==> src/rtl/multicycle_controller.sv <==
`default_nettype none
// multicycle_controller: Moore control unit for a multicycle MIPS datapath.
// FETCH/MEMRD/MEMWR stretch by MEMWAIT cycles; their strobes fire only in the final cycle.
module multicycle_controller #(
  parameter int unsigned MEMWAIT = 0
) (
  input  logic       clk,
  input  logic       reset,
  input  logic [5:0] op,
  input  logic [5:0] funct,
  input  logic       zero,
  output logic       iord,
  output logic       memwrite,
  output logic       irwrite,
  output logic       regdst,
  output logic       memtoreg,
  output logic       regwrite,
  output logic       alusrca,
  output logic       pcen,
  output logic       illegal,
  output logic [1:0] alusrcb,
  output logic [1:0] pcsrc,
  output logic [2:0] alucontrol,
  output logic [3:0] state
);

  typedef enum logic [3:0] {
    S_FETCH    = 4'd0,
    S_DECODE   = 4'd1,
    S_MEMADR   = 4'd2,
    S_MEMRD    = 4'd3,
    S_MEMWB    = 4'd4,
    S_MEMWR    = 4'd5,
    S_EXECUTE  = 4'd6,
    S_ALUWB    = 4'd7,
    S_BRANCH   = 4'd8,
    S_ADDIEXEC = 4'd9,
    S_ADDIWB   = 4'd10,
    S_JUMP     = 4'd11
  } state_t;

  localparam logic [5:0] OP_RTYPE = 6'b000000;
  localparam logic [5:0] OP_LW    = 6'b100011;
  localparam logic [5:0] OP_SW    = 6'b101011;
  localparam logic [5:0] OP_BEQ   = 6'b000100;
  localparam logic [5:0] OP_ADDI  = 6'b001000;
  localparam logic [5:0] OP_J     = 6'b000010;
  localparam logic [3:0] WAIT_LAST = 4'(MEMWAIT);

  state_t     state_q, state_d;
  logic [3:0] wcnt_q, wcnt_d;
  logic       run_q;
  logic       op_known;
  logic       final_d;

  logic       iord_q, memwrite_q, irwrite_q, pcwrite_q, regdst_q, memtoreg_q;
  logic       regwrite_q, alusrca_q, branch_q;
  logic [1:0] alusrcb_q, pcsrc_q, aluop_q;
  logic       iord_d, memwrite_d, irwrite_d, pcwrite_d, regdst_d, memtoreg_d;
  logic       regwrite_d, alusrca_d, branch_d;
  logic [1:0] alusrcb_d, pcsrc_d, aluop_d;

  always_comb begin
    op_known = 1'b0;
    case (op)
      OP_RTYPE, OP_LW, OP_SW, OP_BEQ, OP_ADDI, OP_J: op_known = 1'b1;
      default:                                        op_known = 1'b0;
    endcase
  end

  // run_q low means the FETCH held during reset is only a hold value; the first edge after release enters FETCH fresh.
  always_comb begin
    state_d = state_q;
    wcnt_d  = 4'd0;
    if (!run_q) begin
      state_d = S_FETCH;
    end else if ((state_q == S_FETCH || state_q == S_MEMRD || state_q == S_MEMWR) &&
                 (wcnt_q != WAIT_LAST)) begin
      state_d = state_q;
      wcnt_d  = wcnt_q + 4'd1;
    end else begin
      case (state_q)
        S_FETCH: state_d = S_DECODE;
        S_DECODE: begin
          case (op)
            OP_LW, OP_SW: state_d = S_MEMADR;
            OP_RTYPE:     state_d = S_EXECUTE;
            OP_BEQ:       state_d = S_BRANCH;
            OP_ADDI:      state_d = S_ADDIEXEC;
            OP_J:         state_d = S_JUMP;
            default:      state_d = S_FETCH;
          endcase
        end
        S_MEMADR:   state_d = (op == OP_LW) ? S_MEMRD : S_MEMWR;
        S_MEMRD:    state_d = S_MEMWB;
        S_EXECUTE:  state_d = S_ALUWB;
        S_ADDIEXEC: state_d = S_ADDIWB;
        default:    state_d = S_FETCH;
      endcase
    end
  end

  assign final_d = (wcnt_d == WAIT_LAST);

  always_comb begin
    iord_d     = 1'b0;
    memwrite_d = 1'b0;
    irwrite_d  = 1'b0;
    pcwrite_d  = 1'b0;
    regdst_d   = 1'b0;
    memtoreg_d = 1'b0;
    regwrite_d = 1'b0;
    alusrca_d  = 1'b0;
    branch_d   = 1'b0;
    alusrcb_d  = 2'b00;
    pcsrc_d    = 2'b00;
    aluop_d    = 2'b00;
    case (state_d)
      S_FETCH: begin
        alusrcb_d = 2'b01;
        irwrite_d = final_d;
        pcwrite_d = final_d;
      end
      S_DECODE:  alusrcb_d = 2'b11;
      S_MEMADR: begin
        alusrca_d = 1'b1;
        alusrcb_d = 2'b10;
      end
      S_MEMRD:   iord_d = 1'b1;
      S_MEMWB: begin
        memtoreg_d = 1'b1;
        regwrite_d = 1'b1;
      end
      S_MEMWR: begin
        iord_d     = 1'b1;
        memwrite_d = final_d;
      end
      S_EXECUTE: begin
        alusrca_d = 1'b1;
        aluop_d   = 2'b10;
      end
      S_ALUWB: begin
        regdst_d   = 1'b1;
        regwrite_d = 1'b1;
      end
      S_BRANCH: begin
        alusrca_d = 1'b1;
        aluop_d   = 2'b01;
        pcsrc_d   = 2'b01;
        branch_d  = 1'b1;
      end
      S_ADDIEXEC: begin
        alusrca_d = 1'b1;
        alusrcb_d = 2'b10;
      end
      S_ADDIWB:  regwrite_d = 1'b1;
      S_JUMP: begin
        pcsrc_d   = 2'b10;
        pcwrite_d = 1'b1;
      end
      default: ;
    endcase
  end

  always_ff @(posedge clk or negedge reset) begin
    if (!reset) begin
      state_q    <= S_FETCH;
      wcnt_q     <= 4'd0;
      run_q      <= 1'b0;
      iord_q     <= 1'b0;
      memwrite_q <= 1'b0;
      irwrite_q  <= 1'b0;
      pcwrite_q  <= 1'b0;
      regdst_q   <= 1'b0;
      memtoreg_q <= 1'b0;
      regwrite_q <= 1'b0;
      alusrca_q  <= 1'b0;
      branch_q   <= 1'b0;
      alusrcb_q  <= 2'b01;
      pcsrc_q    <= 2'b00;
      aluop_q    <= 2'b00;
    end else begin
      state_q    <= state_d;
      wcnt_q     <= wcnt_d;
      run_q      <= 1'b1;
      iord_q     <= iord_d;
      memwrite_q <= memwrite_d;
      irwrite_q  <= irwrite_d;
      pcwrite_q  <= pcwrite_d;
      regdst_q   <= regdst_d;
      memtoreg_q <= memtoreg_d;
      regwrite_q <= regwrite_d;
      alusrca_q  <= alusrca_d;
      branch_q   <= branch_d;
      alusrcb_q  <= alusrcb_d;
      pcsrc_q    <= pcsrc_d;
      aluop_q    <= aluop_d;
    end
  end

  always_comb begin
    alucontrol = 3'b010;
    case (aluop_q)
      2'b00: alucontrol = 3'b010;
      2'b01: alucontrol = 3'b110;
      2'b10: begin
        case (funct)
          6'b100000: alucontrol = 3'b010;
          6'b100010: alucontrol = 3'b110;
          6'b100100: alucontrol = 3'b000;
          6'b100101: alucontrol = 3'b001;
          6'b101010: alucontrol = 3'b111;
          default:   alucontrol = 3'b010;
        endcase
      end
      default: alucontrol = 3'b010;
    endcase
  end

  // Branch resolution uses the live zero flag so the PC updates within the BRANCH cycle.
  assign pcen     = reset & (pcwrite_q | (branch_q & zero));
  assign illegal  = reset & run_q & (state_q == S_DECODE) & ~op_known;
  assign iord     = iord_q;
  assign memwrite = reset & memwrite_q;
  assign irwrite  = reset & irwrite_q;
  assign regdst   = regdst_q;
  assign memtoreg = memtoreg_q;
  assign regwrite = reset & regwrite_q;
  assign alusrca  = alusrca_q;
  assign alusrcb  = alusrcb_q;
  assign pcsrc    = pcsrc_q;
  assign state    = state_q;

endmodule
`default_nettype wire

==> config.mk <==
export PLATFORM = sky130hd
export DESIGN_NAME = multicycle_controller
export DESIGN_NICKNAME = d
export VERILOG_FILES = /design/src/rtl/multicycle_controller.sv
export SDC_FILE = /design/constraint.sdc
export NUM_CORES = 1
export LEC_CHECK = 0
export CAP_MARGIN = 20
export CORE_MARGIN = 3
export CORE_UTILIZATION = 36
export CTS_BUF_LIST = sky130_fd_sc_hd__clkbuf_2
export DETAILED_ROUTE_END_ITERATION = 8
export PLACE_DENSITY = 0.74
export SLEW_MARGIN = 20
export SYNTH_ARGS = -nofsm -noshare
export SYNTH_HDL_FRONTEND = slang
export SYNTH_SLANG_ARGS = --single-unit
==> constraint.sdc <==
create_clock -name clk -period 3 [get_ports clk]
set_input_delay 0.45 -clock clk [delete_from_list [all_inputs] [get_ports clk]]
set_output_delay 0.45 -clock clk [all_outputs]
set_load 0.01 [all_outputs]
==> metrics.md, run 1 <==
| Metric | Value |
|---|---|
| Cell Int Power | `roughly 470 uW` |
| Number of synthesized register bits | `22` |
| Busiest grt layer | `met2` |
| EDFF count, synth | `0` |
| Crit Path Category | `in2out` |
| Total Routing Usage GR | `15.3%` |
| Grt ovf | `0` |
| Main area contributors after synthesis | `dfrtp_1 40%, nor2_1 4.9%, ha_1 3.8%` |
| Cell variety after synth | `48` |
| Cell taking the most area after synthesis | `dfrtp_1` |
| Largest family of logic cells by synthesized area | `simple AND/OR/NAND/NOR gates` |
| YS warnings | `0` |
| Num CTS Buffers | `3` |
| DRC Markers | `0` |
| CP arrival | `~2300 ps` |
| Worst VDD drop | `0.186 mV` |
| Final setup vio count | `0` |
| Max cap viols | `0` |
| Clock-pin slew on the worst setup and hold paths | `~230 ps` |
| Sw power | `147 uW` |
| Core area | `0.00342 mm2` |
| Worst-margin pin slew | `approximately 550 ps` |
| Avg Cell Area, Syn | `between 9 and 10 um2` |
| Share of layout cells above drive strength 1 | `approximately an eighth` |
| Met1 Use GR | `around 17%` |
| Startpoint Class | `primary input` |
| Ys async rst share | `100%` |
| Clock skew | `12.2 ps` |
| Xor/xnor cell area share of the yosys netlist | `under 10%` |
| ANT nets after route | `0` |
| First-pass iteration count of the detailed router | `4` |
| Die area | `0.00441 mm2` |
| Synth Instances | `140` |
| Setup TNS | `0 ps` |
| PD cells | `roughly 350 mW/mm2` |
| Post-synth top cells | `21 x dfrtp_1, 17 x nor2_1, 10 x inv_1` |
| Clock Path Buffers | `2` |
| Simple-gate share of the synthesized area | `around 27%` |
| Total length of routed wires | `between 3000 and 4000 um` |
| Post_cts resized | `0` |
| Synth top area share | `approximately 40%` |
| Initial antenna violation count | `0` |
| Pwr Total | `just over 600 uW` |
| Clk sinks | `22` |
| Combinational fraction of design power | `~15%` |
| Initial core utilization | `between 30% and 40%` |
| Wirelength per Cell | `about 14 um` |
| Number of global-route vias before repair | `about 1.2k` |
| Synth-to-Final Area Change | `35.4%` |
| Root buffer cell | `clkbuf_2` |
| Detailed Place HPWL | `2490 um` |
| Power share of the clock group | `about a third` |
| Critical Path RT | `approximately 2600 ps` |
| Met2 usage | `28.0%` |
| Number of I/O pins | `35` |
| Post-Syn Nets | `between 150 and 200` |
| Area share of fa/ha/maj cells after synthesis | `about 4.6%` |
| Largest net degree at the start of global routing | `14` |
| Mapped Area | `approximately 0.0013 mm2` |
| Fillers | `320` |
| Worst skew pair latency | `roughly 340 ps` |
| Pleak | `0.000736 uW` |
| Gpl congestion | `~0.94` |
| Cts hold-fix bufs | `0` |
| RSZ-0062 raised after global routing | `no` |
| Starting DRT DRC Count | `50` |
| Tmin final | `about 2700 ps` |
| CP Capture Type | `output port` |
| Max FO, Critical Path | `2` |
| # diodes | `0` |
| I/O Buffers | `34` |
| Height of the die | `about 66 um` |
| Mux cell area share after synthesis | `less than 1%` |
| Chip width | `about 66 um` |
| Sw Ratio | `a little under a quarter` |
| Core Rows | `21` |
| Synth Flop Type | `dfrtp_1` |
| Vias per cell | `around 5.3` |
| M3 GR Usage | `between 2 and 3%` |
| First-pass GRT wire length | `between 5000 and 6000 um` |
| Status | `complete, no violations` |
| Pins Over Slew Limit | `0` |
| Final hold violations | `0` |
| Relative slew margins | `a little over three fifths` |
| Final period utilization | `between 90% and 100%` |
| Compound-Gate Fraction of Synth Area | `between 15 and 20%` |
| Post-CTS setup buffer count | `0` |
| Achievable Freq | `between 300 and 400 MHz` |
| # H-tree levels | `1` |
| Final nets | `199` |
| Via Count | `1199` |
| CTS tree | `yes` |
| Seq pwr share | `about half` |
| Most common cell in the netlist | `dfrtp_1` |
| Post-synthesis sequential area ratio | `a little over two fifths` |
| HP Class | `in2async` |
-- through the flow --
step | instance area [um2] | utilization, % | worst slack [ps] | cells | hold WS [ps]
6_report | 1780 | 52.0 | 282 | 225 | 367
5_1_grt | 1780 | 52.0 | 204 | 225 | 342
4_1_cts | 1780 | 52.0 | 271 | 225 | 351
3_5_place_dp | 1730 | 50.7 | 275 | 221 | 527
3_3_place_gp | 1730 | 50.7 | 313 | 221 | 500
2_1_floorplan | 1310 | - | 1030 | 140 | 154
-- layer usage --
metal / wire (um) / vias to the layer above
met4: 13 / 0
li1: - / 567
met5: 0 / -
met3: 209 / 2
met2: 1660 / 42
met1: 1260 / 588
-- final cells by class --
class,instances,area (um2),area share (%)
multi-input cells,102,692,38.9
flip-flops and latches,22,552,31.1
repair buffers,41,393,22.1
well taps,46,57.6,3.24
inverters,10,37.5,2.11
clock inverters,1,30.0,1.69
clock buffers,3,15.0,0.845
-- flip-flops by register name, indices dropped and copies added, names as in the netlist, 2 cells and up --
signal,flops
pcsrc,2
alusrcb,2
state,4
wcnt_q,4
-- cell families after synthesis --
kind of cell | count (synthesis)
adder cells (fa/ha/maj) | 5
AND/OR/NAND/NOR | 62
XOR/XNOR | 6
other | 1
buffers and inverters | 16
flip-flops | 22
multiplexers | 1
AO/OA/AOI/OAI | 27
-- placed cells by master, fill, tap and decap left out, types with 4 or more instances in the layout --
cell | netlist | final
nor3_1 | 6 | 6
nor2_1 | 17 | 17
nand2_1 | 5 | 5
xnor2_1 | 4 | 4
ha_1 | 4 | 4
nand3_1 | 5 | 5
dfrtp_1 | 21 | 21
buf_4 | 1 | 7
inv_1 | 10 | 10
o21ai_0 | 6 | 6
clkdlybuf4s50_1 | 0 | 34
nand2b_1 | 5 | 5
a21oi_1 | 5 | 5
-- critical path: stages --
cell and delay (ps):
clkdlybuf4s50_1 430, maj3_1 360, o32a_2 330, o2111a_1 230, clkdlybuf4s50_1 470
-- final timing paths --
path                           start        end  slack, ps  depth (start not counted)
hold reg to reg            wcnt_q[0]  wcnt_q[0]        550                          1
min in group clk           wcnt_q[0]  wcnt_q[0]        550                          1
max in group asynchronous      reset      run_q       2140                          2
setup / recovery               op[2]    illegal        280                          5
setup reg to reg           wcnt_q[0]       iord        610                          9
hold / removal                 reset  pcwrite_q        370                          1
-- power by group through the flow --
| stage | Clock, uW | Combinational (uW) | Sequential [uW] |
|---|---|---|---|
| final | 211 | 95.2 | 310 |
| after global routing | 229 | 103 | 312 |
| after CTS | 216 | 95.5 | 310 |
| after detailed placement | 0 | 94.9 | 315 |
| after global placement | 0 | 92.1 | 315 |
| after floorplan | 0 | 41.7 | 313 |
Power figures use the tool's default switching activity.
==> run 2, diff against run 1 <==
--- a/config.mk
+++ b/config.mk
@@ -6,11 +6,13 @@
 export NUM_CORES = 1
 export LEC_CHECK = 0
 export CAP_MARGIN = 20
+export CELL_PAD_IN_SITES_DETAIL_PLACEMENT = 2
+export CELL_PAD_IN_SITES_GLOBAL_PLACEMENT = 2
 export CORE_MARGIN = 3
-export CORE_UTILIZATION = 36
+export CORE_UTILIZATION = 32
 export CTS_BUF_LIST = sky130_fd_sc_hd__clkbuf_2
 export DETAILED_ROUTE_END_ITERATION = 8
-export PLACE_DENSITY = 0.74
+export PLACE_DENSITY = 0.95
 export SLEW_MARGIN = 20
 export SYNTH_ARGS = -nofsm -noshare
 export SYNTH_HDL_FRONTEND = slang
==> run 2 against run 1 <==
  * Hold slack improved by 22 ps
  * Final cell count did not move
  * Largest cell class unchanged
  * Combinational power rose by 4.1%
  * Total power rose by 1.4%
  * Via count fell by 1.5%
  * Sequential cell count did not move
  * Maximum frequency fell by 2.5%
  * Worst setup slack got worse by 71 ps
  * Sequential share of layout area did not move
==> metrics.md, run 2 (synthesis gave the netlist of run 1 again) <==
| Metric | Value |
|---|---|
| Status | `complete, no violations` |
| Critical Path RT | `2550 ps (about the same)` |
| Worst hold margin | `389 ps (+21.8 ps)` |
| Setup TNS | `0 ps (unchanged)` |
| Register-to-Register Path Depth | `7 (-2)` |
| CP Capture Type | `output port` |
| Pleak | `0.000731 uW (-0.68%)` |
| Number of global-route vias before repair | `1321 (+10%)` |
| Clock-pin slew on the worst setup and hold paths | `250 ps (+20 ps)` |
| Final setup vio count | `0 (unchanged)` |
| First-pass GRT wire length | `6940 um (+33%)` |
| # diodes | `0 (unchanged)` |
| Worst-margin pin slew | `687 ps (+139 ps)` |
| Cts hold-fix bufs | `0 (unchanged)` |
| Grt ovf | `0 (unchanged)` |
| Synth-to-Final Area Change | `35.4% (unchanged)` |
| Via Count | `1181 (-1.5%)` |
| Starting DRT DRC Count | `39 (-22%)` |
| Pwr Total | `625 uW (+1.4%)` |
| I/O Buffers | `34 (unchanged)` |
| First-pass iteration count of the detailed router | `4 (unchanged)` |
| CTS tree | `yes` |
| Die area | `0.00491 mm2 (+11%)` |
| Num CTS Buffers | `3 (unchanged)` |
| PD cells | `352 mW/mm2 (+1.4%)` |
| Share of layout cells above drive strength 1 | `11.3% (-0.99 points)` |
| Post-CTS setup buffer count | `0 (unchanged)` |
| FF-to-FF setup slack | `520 ps (-90 ps)` |
| Startpoint Class | `primary input` |
| Initial core utilization | `34.6% (-3.9 points)` |
| Max cap viols | `0 (unchanged)` |
| CP arrival | `2340 ps (+70 ps)` |
| Vias per cell | `5.25 (-1.5%)` |
| Root buffer cell | `clkbuf_2` |
| Tmin final | `2790 ps (+70.7 ps)` |
| Total length of routed wires | `4210 um (+34%)` |
| Critical R2R Launch | `wcnt_q[1]` |
| Most frequent cells in the layout | `34 x clkdlybuf4s50_1, 21 x dfrtp_1, 17 x nor2_1, 10 x inv_1` |
| Final hold violations | `0 (unchanged)` |
| Worst skew pair latency | `360 ps (+20 ps)` |
| Max FO, Critical Path | `2 (unchanged)` |
| Clock skew | `31.1 ps (+18.9 ps)` |
| Number of I/O pins | `35 (unchanged)` |
| RR Endpoint | `pcwrite_q` |
| DRC Markers | `0 (unchanged)` |
| # H-tree levels | `1 (unchanged)` |
| RSZ-0062 raised after global routing | `no` |
| Final nets | `197 (-1.0%)` |
| Height of the die | `70.0 um (+5.5%)` |
| HP Class | `in2async` |
| Commonest non-fill, non-tap cell in the layout | `clkdlybuf4s50_1` |
| Core Rows | `22 (+4.8%)` |
| Initial antenna violation count | `0 (unchanged)` |
| Achievable Freq | `359 MHz (-2.5%)` |
| Core area | `0.00380 mm2 (+11%)` |
| Worst VDD drop | `0.188 mV (+1.3%)` |
| Detailed Place HPWL | `3230 um (+29%)` |
| Wirelength per Cell | `18.7 um (+34%)` |
| ANT nets after route | `0 (unchanged)` |
| Largest net degree at the start of global routing | `28 (+14)` |
| Register Area | `552 um2 (unchanged)` |
| Crit Path Category | `in2out` |
| Relative slew margins | `53.9% (-9.3 points)` |
| Pins Over Slew Limit | `0 (unchanged)` |
| Clk sinks | `22 (unchanged)` |
| Gpl congestion | `0.905 (-4.0%)` |
| Area occupied by multi-input gates | `692 um2 (unchanged)` |
| Clock Path Buffers | `2 (unchanged)` |
| Post_cts resized | `0 (unchanged)` |
| Final period utilization | `93.0% (+2.4 points)` |
| Total Routing Usage GR | `17.7% (+2.4 points)` |
| Chip width | `70.0 um (+5.5%)` |
| Fillers | `420 (+31%)` |
-- run 2: how the worst max path moves through the flow --
stage | startpoint | to | slack (ps)
after floorplan | op[3] | illegal | 1030
after global placement | op[2] | illegal | 310
after detailed placement | op[2] | illegal | 210
after CTS | op[2] | illegal | 210
after global routing | pcsrc[0] | alucontrol[2] | 50
final | op[2] | illegal | 210
-- run 2: cell type report --
type                            count  share of cell area [%]
Timing Repair Buffer               39                    22.0
Sequential cell                    22                    31.1
Tap cell                           48                    3.38
Clock buffer                        3                   0.845
Inverter                           10                    2.11
Multi-Input combinational cell    102                    38.9
Clock inverter                      1                    1.69
-- run 2: where the power goes --
part	leakage (uW)	switching [uW]	internal, uW
Sequential	0.000292	7.08	304
Combinational	0.000412	48.6	50.4
Clock	0.0000266	99.8	115
-- run 2: through the flow --
stage | cell area [um2] | utilization, % | setup slack (ps) | cells
2_1_floorplan | 1310 | - | 1030 | 140
3_3_place_gp | 1730 | 45.6 | 309 | 221
6_report | 1780 | 46.8 | 211 | 225
3_5_place_dp | 1730 | 45.6 | 212 | 221
5_1_grt | 1780 | 46.8 | 50.9 | 225
4_1_cts | 1780 | 46.8 | 205 | 225
-- run 2: worst max-delay path, cell delays in order --
cell and delay, ps:
clkdlybuf4s50_1 450, maj3_1 380, o32a_2 340, o2111a_1 230, clkdlybuf4s50_1 480
-- run 2: per-layer routing --
layer / global-route usage (%) / part of all wire [%] / up-vias
met5: 0 / 0 / -
met4: 4.26 / 1.4 / 0
met3: 2.59 / 2.7 / 4
met2: 32.7 / 53 / 27
met1: 21.3 / 43 / 587
li1: - / - / 563
